**config.mk**
```make
export PLATFORM = sky130hd
export DESIGN_NAME = np_out_arbiter_rr
export DESIGN_NICKNAME = d
export VERILOG_FILES = /design/src/rtl/np_out_arbiter_rr.sv
export SDC_FILE = /design/constraint.sdc
export NUM_CORES = 1
export LEC_CHECK = 0
export CORE_AREA = 2 2 202 204
export CTS_CLUSTER_DIAMETER = 80
export DETAILED_ROUTE_END_ITERATION = 8
export DIE_AREA = 0 0 204 206
export DONT_BUFFER_PORTS = 1
export GPL_ROUTABILITY_DRIVEN = 0
export PLACE_DENSITY = 0.34
export SKIP_LAST_GASP = 1
export SLEW_MARGIN = 10
export SYNTH_ARGS = -nofsm -noshare
export SYNTH_HDL_FRONTEND = slang
export SYNTH_SLANG_ARGS = --single-unit
```
**constraint.sdc**
```tcl
create_clock -name clk -period 5.42 [get_ports clk]
set_input_delay 0.542 -clock clk [delete_from_list [all_inputs] [get_ports clk]]
set_output_delay 0.542 -clock clk [all_outputs]
set_load 0.005 [all_outputs]
```
**src/rtl/np_out_arbiter_rr.sv**
```systemverilog
// np_out_arbiter_rr: packet-level round-robin arbiter merging NUM_IN PPU channels onto one output stream.
// Optional per-channel packet counters are built when the macro NP_OA_PKT_CNT_EN is defined.
module np_out_arbiter_rr #(
   parameter int DATA_WIDTH = 64,
   parameter int CTRL_WIDTH = DATA_WIDTH / 8,
   parameter int NUM_IN     = 4,
   parameter int CNT_WIDTH  = 32
) (
   input  logic                         clk,
   input  logic                         reset,
   input  logic [NUM_IN*DATA_WIDTH-1:0] in_data,
   input  logic [NUM_IN*CTRL_WIDTH-1:0] in_ctrl,
   input  logic [NUM_IN-1:0]            in_wr,
   input  logic [NUM_IN-1:0]            in_req,
   output logic [NUM_IN-1:0]            in_ack,
   input  logic [NUM_IN-1:0]            in_bop,
   input  logic [NUM_IN-1:0]            in_eop,
   output logic [NUM_IN-1:0]            in_outrdy,
   output logic [DATA_WIDTH-1:0]        out_data,
   output logic [CTRL_WIDTH-1:0]        out_ctrl,
   output logic                         out_wr,
   input  logic                         out_rdy,
   output logic                         proto_err,
   output logic [NUM_IN*CNT_WIDTH-1:0]  pkt_cnt
);
   localparam int              IW       = $clog2(NUM_IN);
   localparam logic [IW:0]     NUM_IN_W = (IW+1)'(NUM_IN);
   localparam logic [IW-1:0]   LAST_CH  = IW'(NUM_IN - 1);

   typedef enum logic {IDLE = 1'b0, XFER = 1'b1} state_t;

   state_t                  state, state_nxt;
   logic [IW-1:0]           grant, grant_nxt;
   logic [IW-1:0]           rr_ptr, rr_ptr_nxt;
   logic                    first_word, first_word_nxt;
   logic                    found;
   logic [IW-1:0]           pick;
   logic [IW:0]             scan_idx;
   logic [DATA_WIDTH-1:0]   cur_data;
   logic [CTRL_WIDTH-1:0]   cur_ctrl;
   logic                    cur_wr, cur_bop, cur_eop;
   logic                    accept, err_now;

   // Rotating-priority scan: first requester at or after rr_ptr, wrapping modulo NUM_IN.
   always_comb begin
      found    = 1'b0;
      pick     = '0;
      scan_idx = '0;
      for (int k = 0; k < NUM_IN; k++) begin
         scan_idx = {1'b0, rr_ptr} + (IW+1)'(k);
         if (scan_idx >= NUM_IN_W) scan_idx = scan_idx - NUM_IN_W;
         if (!found && in_req[scan_idx[IW-1:0]]) begin
            found = 1'b1;
            pick  = scan_idx[IW-1:0];
         end
      end
   end

   always_comb begin
      cur_data = '0;
      cur_ctrl = '0;
      cur_wr   = 1'b0;
      cur_bop  = 1'b0;
      cur_eop  = 1'b0;
      for (int k = 0; k < NUM_IN; k++) begin
         if (grant == IW'(k)) begin
            cur_data = in_data[k*DATA_WIDTH +: DATA_WIDTH];
            cur_ctrl = in_ctrl[k*CTRL_WIDTH +: CTRL_WIDTH];
            cur_wr   = in_wr[k];
            cur_bop  = in_bop[k];
            cur_eop  = in_eop[k];
         end
      end
   end

   always_comb begin
      in_ack    = '0;
      in_outrdy = '0;
      for (int k = 0; k < NUM_IN; k++) begin
         in_ack[k]    = (state == XFER) && (grant == IW'(k));
         in_outrdy[k] = in_ack[k] && out_rdy;
      end
   end

   assign accept = (state == XFER) && cur_wr && out_rdy;
   // bop must appear on exactly the first accepted word of a grant; strays are flagged but ignored.
   assign err_now = (accept && (first_word != cur_bop)) || (|(in_wr & ~in_ack));

   always_comb begin
      state_nxt      = state;
      grant_nxt      = grant;
      rr_ptr_nxt     = rr_ptr;
      first_word_nxt = first_word;
      case (state)
         IDLE: begin
            if (found) begin
               state_nxt      = XFER;
               grant_nxt      = pick;
               first_word_nxt = 1'b1;
            end
         end
         XFER: begin
            if (accept) begin
               first_word_nxt = 1'b0;
               if (cur_eop) begin
                  state_nxt  = IDLE;
                  rr_ptr_nxt = (grant == LAST_CH) ? '0 : grant + IW'(1);
               end
            end
         end
         default: state_nxt = IDLE;
      endcase
   end

   always_ff @(posedge clk) begin
      if (reset) begin
         state      <= IDLE;
         grant      <= '0;
         rr_ptr     <= '0;
         first_word <= 1'b0;
         out_wr     <= 1'b0;
         out_data   <= '0;
         out_ctrl   <= '0;
         proto_err  <= 1'b0;
      end else begin
         state      <= state_nxt;
         grant      <= grant_nxt;
         rr_ptr     <= rr_ptr_nxt;
         first_word <= first_word_nxt;
         out_wr     <= accept;
         if (accept) begin
            out_data <= cur_data;
            out_ctrl <= cur_ctrl;
         end
         if (err_now) proto_err <= 1'b1;
      end
   end

`ifdef NP_OA_PKT_CNT_EN
   logic [CNT_WIDTH-1:0] cnt [NUM_IN];

   always_ff @(posedge clk) begin
      if (reset) begin
         for (int k = 0; k < NUM_IN; k++) cnt[k] <= '0;
      end else if (accept && cur_eop) begin
         cnt[grant] <= cnt[grant] + CNT_WIDTH'(1);
      end
   end

   always_comb begin
      pkt_cnt = '0;
      for (int k = 0; k < NUM_IN; k++) pkt_cnt[k*CNT_WIDTH +: CNT_WIDTH] = cnt[k];
   end
`else
   assign pkt_cnt = '0;
`endif

endmodule
```
### Word level (Yosys, flattened, before mapping)

Index checks and enable logic that the tools add are counted.

| storage, ports and cells | value |
|---|---|
| bits in registers | 80 |
| bits of input ports | 307 |
| output and inout bits | 210 |
| logic and storage cells | 104 |

| operators by class | value |
|---|---|
| $add $sub $neg | 8 |
| $lt $le $gt $ge | 8 |
| eq/ne operators | 6 |
| mux-type cells | 48 |
| bitwise logic cells | 3 |
| reduce and logical (&&, ||, !) cells | 23 |

Operators with widths:

| operator | count |
|---|---|
| $mux 64 | 4 |
| $mux 8 | 4 |
| $mux 1 | 25 |
| $mux 2 | 9 |
| $logic_and 1x1->1 | 14 |
| $lt 2x3->1 const B | 4 |
| $ge 3x3->1 const B | 3 |
| $bmux 1 s2 | 4 |
| $sub 2x1->2 const B | 4 |
| $add 2x2->3 const B | 2 |
| $and 4x4->4 | 1 |
| $eq 2x2->1 const B | 2 |
| $not 4->4 | 1 |
| $pmux 1 s2 | 2 |
| $reduce_and 2->1 | 2 |
| $reduce_or 4->1 | 1 |
| $add 2x1->3 const B | 1 |
| $ge 2x3->1 const B | 1 |
| $logic_not 1->1 | 3 |
| $reduce_and 3->1 | 1 |
| $add 2x1->2 const B | 1 |
| $eq 2x1->1 const B | 1 |
| $logic_not 2->1 | 1 |
| $ne 2x1->1 const B | 1 |
| 4 further kinds | 4 |

### Depth between registers and ports, before layout

| logic depth | value |
|---|---|
| depth after elaboration | 16 |
| mapped depth | 9 |
| mapped depth without buffers | 6 |

### Least setup slack after synthesis

OpenSTA, ideal clock, no wires.

| timing path | value |
|---|---|
| path kind | register -> output |
| start point | reg grant[0] |
| end point | out in_ack[3] |
| arrival time | 1.402 ns |
| data required time | 4.878 ns |
| setup slack | 3.476 ns |
| cell stages (with the launch flop) | 6 |
| path buffers | 3 |
| cells stage by stage | dfxtp_1 ha_1 buf_2 buf_1 clkbuf_1 and2_1 |

| on the way | value |
|---|---|
| cells in the longest elaborated chain, start to end | 2 |

Ends and longest elaborated chain:

| element | RTL line | text |
|---|---|---|
| from (decl) | 33 | `logic [IW-1:0] grant, grant_nxt;` |
| from (signal assigned) | 127 | `grant <= grant_nxt;` |
| $eq 2x2->1 | 80 | `in_ack[k] = (state == XFER) && (grant == IW'(k));` |
| $logic_and 1x1->1 | 80 |  |
| to (decl) | 15 | `output logic [NUM_IN-1:0] in_ack,` |

No other way between the ends.

### Final worst setup path

Same ends and word-level chain as after synthesis.

==> metrics.csv <==
metric,value,unit
syn_area,6877,um2
die-area,42020,um2
core_area,40180,um2
slew_headroom,30.34,%
die_y,206,um
crit_slowest_cell,buf_4,
clock_sinks,80,
dr.pass1.iters,4,
dieWidth,204,um
yosysMostFrequentCell,nor2b_1,
cts_tree,yes,
layout.nets,1119,
hp-class,input port to register,
synthToLayoutAreaGrowth,2.165,%
drv_slew,0,
clk_latency,0.37,ns
crit_family,buffers and inverters,
io_pins,517,
path_buf_inv,1,
total_power,0.001743,W
ys_async_sr_fraction,0,%
post-cts-setup-buffers,0,
max_stage_delay,0.85,ns
cts_buffer_depth,2,
drt-total-wl,26.96,mm
yosysSeqAreaShare,23.29,%
synthCells,884,
vias_per_cell,4.426,
cts.htree.levels,3,
yosys.area.top_type,dfxtp_1,
post-route-period-util,58.62,%
drtIter0Drc,336,
grtUsageMet2,22.13,%
synth.ff_latch_count,80,
placed_area,6725,um2
outcome,"finished, final reports clean",
synthTopCellsByCount,"146 x nor2b_1, 130 x buf_4, 82 x nand2_1",
worstMarginPinSlew,1.045,ns
rrSetupSlack,2.38,ns
powerDensity,248.1,nW/um2
hpwl,19.26,mm
hold_viol,0,
holdBufCountCts,0,
cp.arrival,2.64,ns
antenna_left,0,
crit_type,register to output port,
power.leakage,2.579,nW
drcViolationCount,0,
grt_use_met3,4.399,%
worstPathRequired,4.88,ns
design_area,7025,um2
max-vdd-ir-drop,0.1379,mV
postCtsResizedCells,0,
setup_violations,0,
met1_usage,12.70,%
grt_setup_unrepaired,false,
rows,74,
yosys_warnings,0,
fmax,314.7,MHz
grt_pass1_vias,5507,
start_kind,register,
clk_pin_slew,0.07,ns
grt_pass1_wl,37.07,mm
initial_core_util,17.11,%
synth.area.top_cells,"dfxtp_1 23%, buf_4 14%, nor2b_1 13%, a221oi_1 9.2%, o31a_1 9.2%",
drive_above_1_share,4.428,%
crit_chain,ha_4 > buf_4 > and2_1,
antenna_found_initial,1,
synth_area_per_cell,7.779,um2
fin_tns_setup,0,ns
synth.top_cell.area_share,23.29,%
finClkSkew,0.01332,ns
maxCapViolCount,0,
ys.flop_type,dfxtp_1,
grt_overflow,0,
grt_max_degree,91,
via_count,5957,
grt.total_usage,12.07,%
port_buffers,0,
synth_edf_count,0,
top_usage_layer,met2,
cts-root-buf,clkbuf_16,
yosysUniqueCellTypes,43,
wl_per_cell,20.03,um
cp_max_fo,90,
layout_min_cycle_time,3.177,ns
crit_path_end_kind,output port,
cts_buffers,9,
-- layer usage --
layer	vias up	part of all wire (%)
li1	2803	-
met1	2816	37
met2	321	52
met3	17	9.4
met4	0	1.7
met5	-	0
-- path summary, 6_finish.rpt --
path	end	cells after the start	start
worst max-delay path	in_ack[3]	3	grant[0]$_SDFFE_PP0P_
worst min-delay path	grant[0]$_SDFFE_PP0P_	1	reset
worst max register to register	out_ctrl[6]$_SDFFE_PP0P_	6	grant[0]$_SDFFE_PP0P_
worst min register to register	first_word$_SDFFE_PP0P_	2	first_word$_SDFFE_PP0P_
-- report_power, final --
part	switching [W]	internal [W]
Combinational	0.000235	0.000174
Sequential	0.0000472	0.000631
Clock	0.000295	0.000360
Total	0.000577	0.00117
-- state kept, by name, indices dropped and copies added, names as in the netlist --
| signal | flops |
|---|---|
| first_word | 1 |
| out_ctrl | 8 |
| out_wr | 1 |
| state | 1 |
| out_data | 64 |
| rr_ptr | 2 |
| proto_err | 1 |
| grant | 2 |
-- metrics by stage --
stage	hold slack, ns	worst slack, ns	utilization (%)	std cells
after global routing	0.2143	2.005	17.48	1345
final	0.2411	2.243	17.48	1346
after global placement	0.4826	2.382	16.74	1329
after floorplan	0.4561	3.476	-	1011
after detailed placement	0.4707	2.334	16.74	1329
after CTS	0.2048	2.160	17.48	1345
-- layout make-up --
class,count,area [um2]
clock buffer,10,229.0
multi-input combinational,702,4378
sequential,80,1602
antenna,1,2.502
tap,532,665.6
timing repair buffer,6,45.04
clock inverter,6,68.82
inverter,9,35.03
fill,4552,33160
-- cells in the final DEF, fill, tap and decap left out, drive strengths merged, types with 5 or more instances in the layout --
cell type	count
dfxtp	80
nor2	6
o31ai	72
nand2	82
clkbuf	10
a21oi	81
nor2b	147
buf	6
inv	9
and2	5
o31a	72
a221oi	72
and3	5
conb	128
-- cell families (layout without fill, tap and decap cells) --
| group | after synthesis | in the layout | share of synthesized area (%) |
|---|---|---|---|
| AOI/OAI and AO/OA | 311 | 311 | 34.01 |
| adders and majority gates | 4 | 4 | 0.7278 |
| buffers and inverters | 229 | 31 | 20.85 |
| DFF | 80 | 80 | 23.29 |
| muxes | 3 | 3 | 0.4549 |
| other | 1 | 129 | 0.05453 |
| and+or+nand+nor | 256 | 256 | 20.62 |
Note: power is estimated with default switching activity, not from simulation.
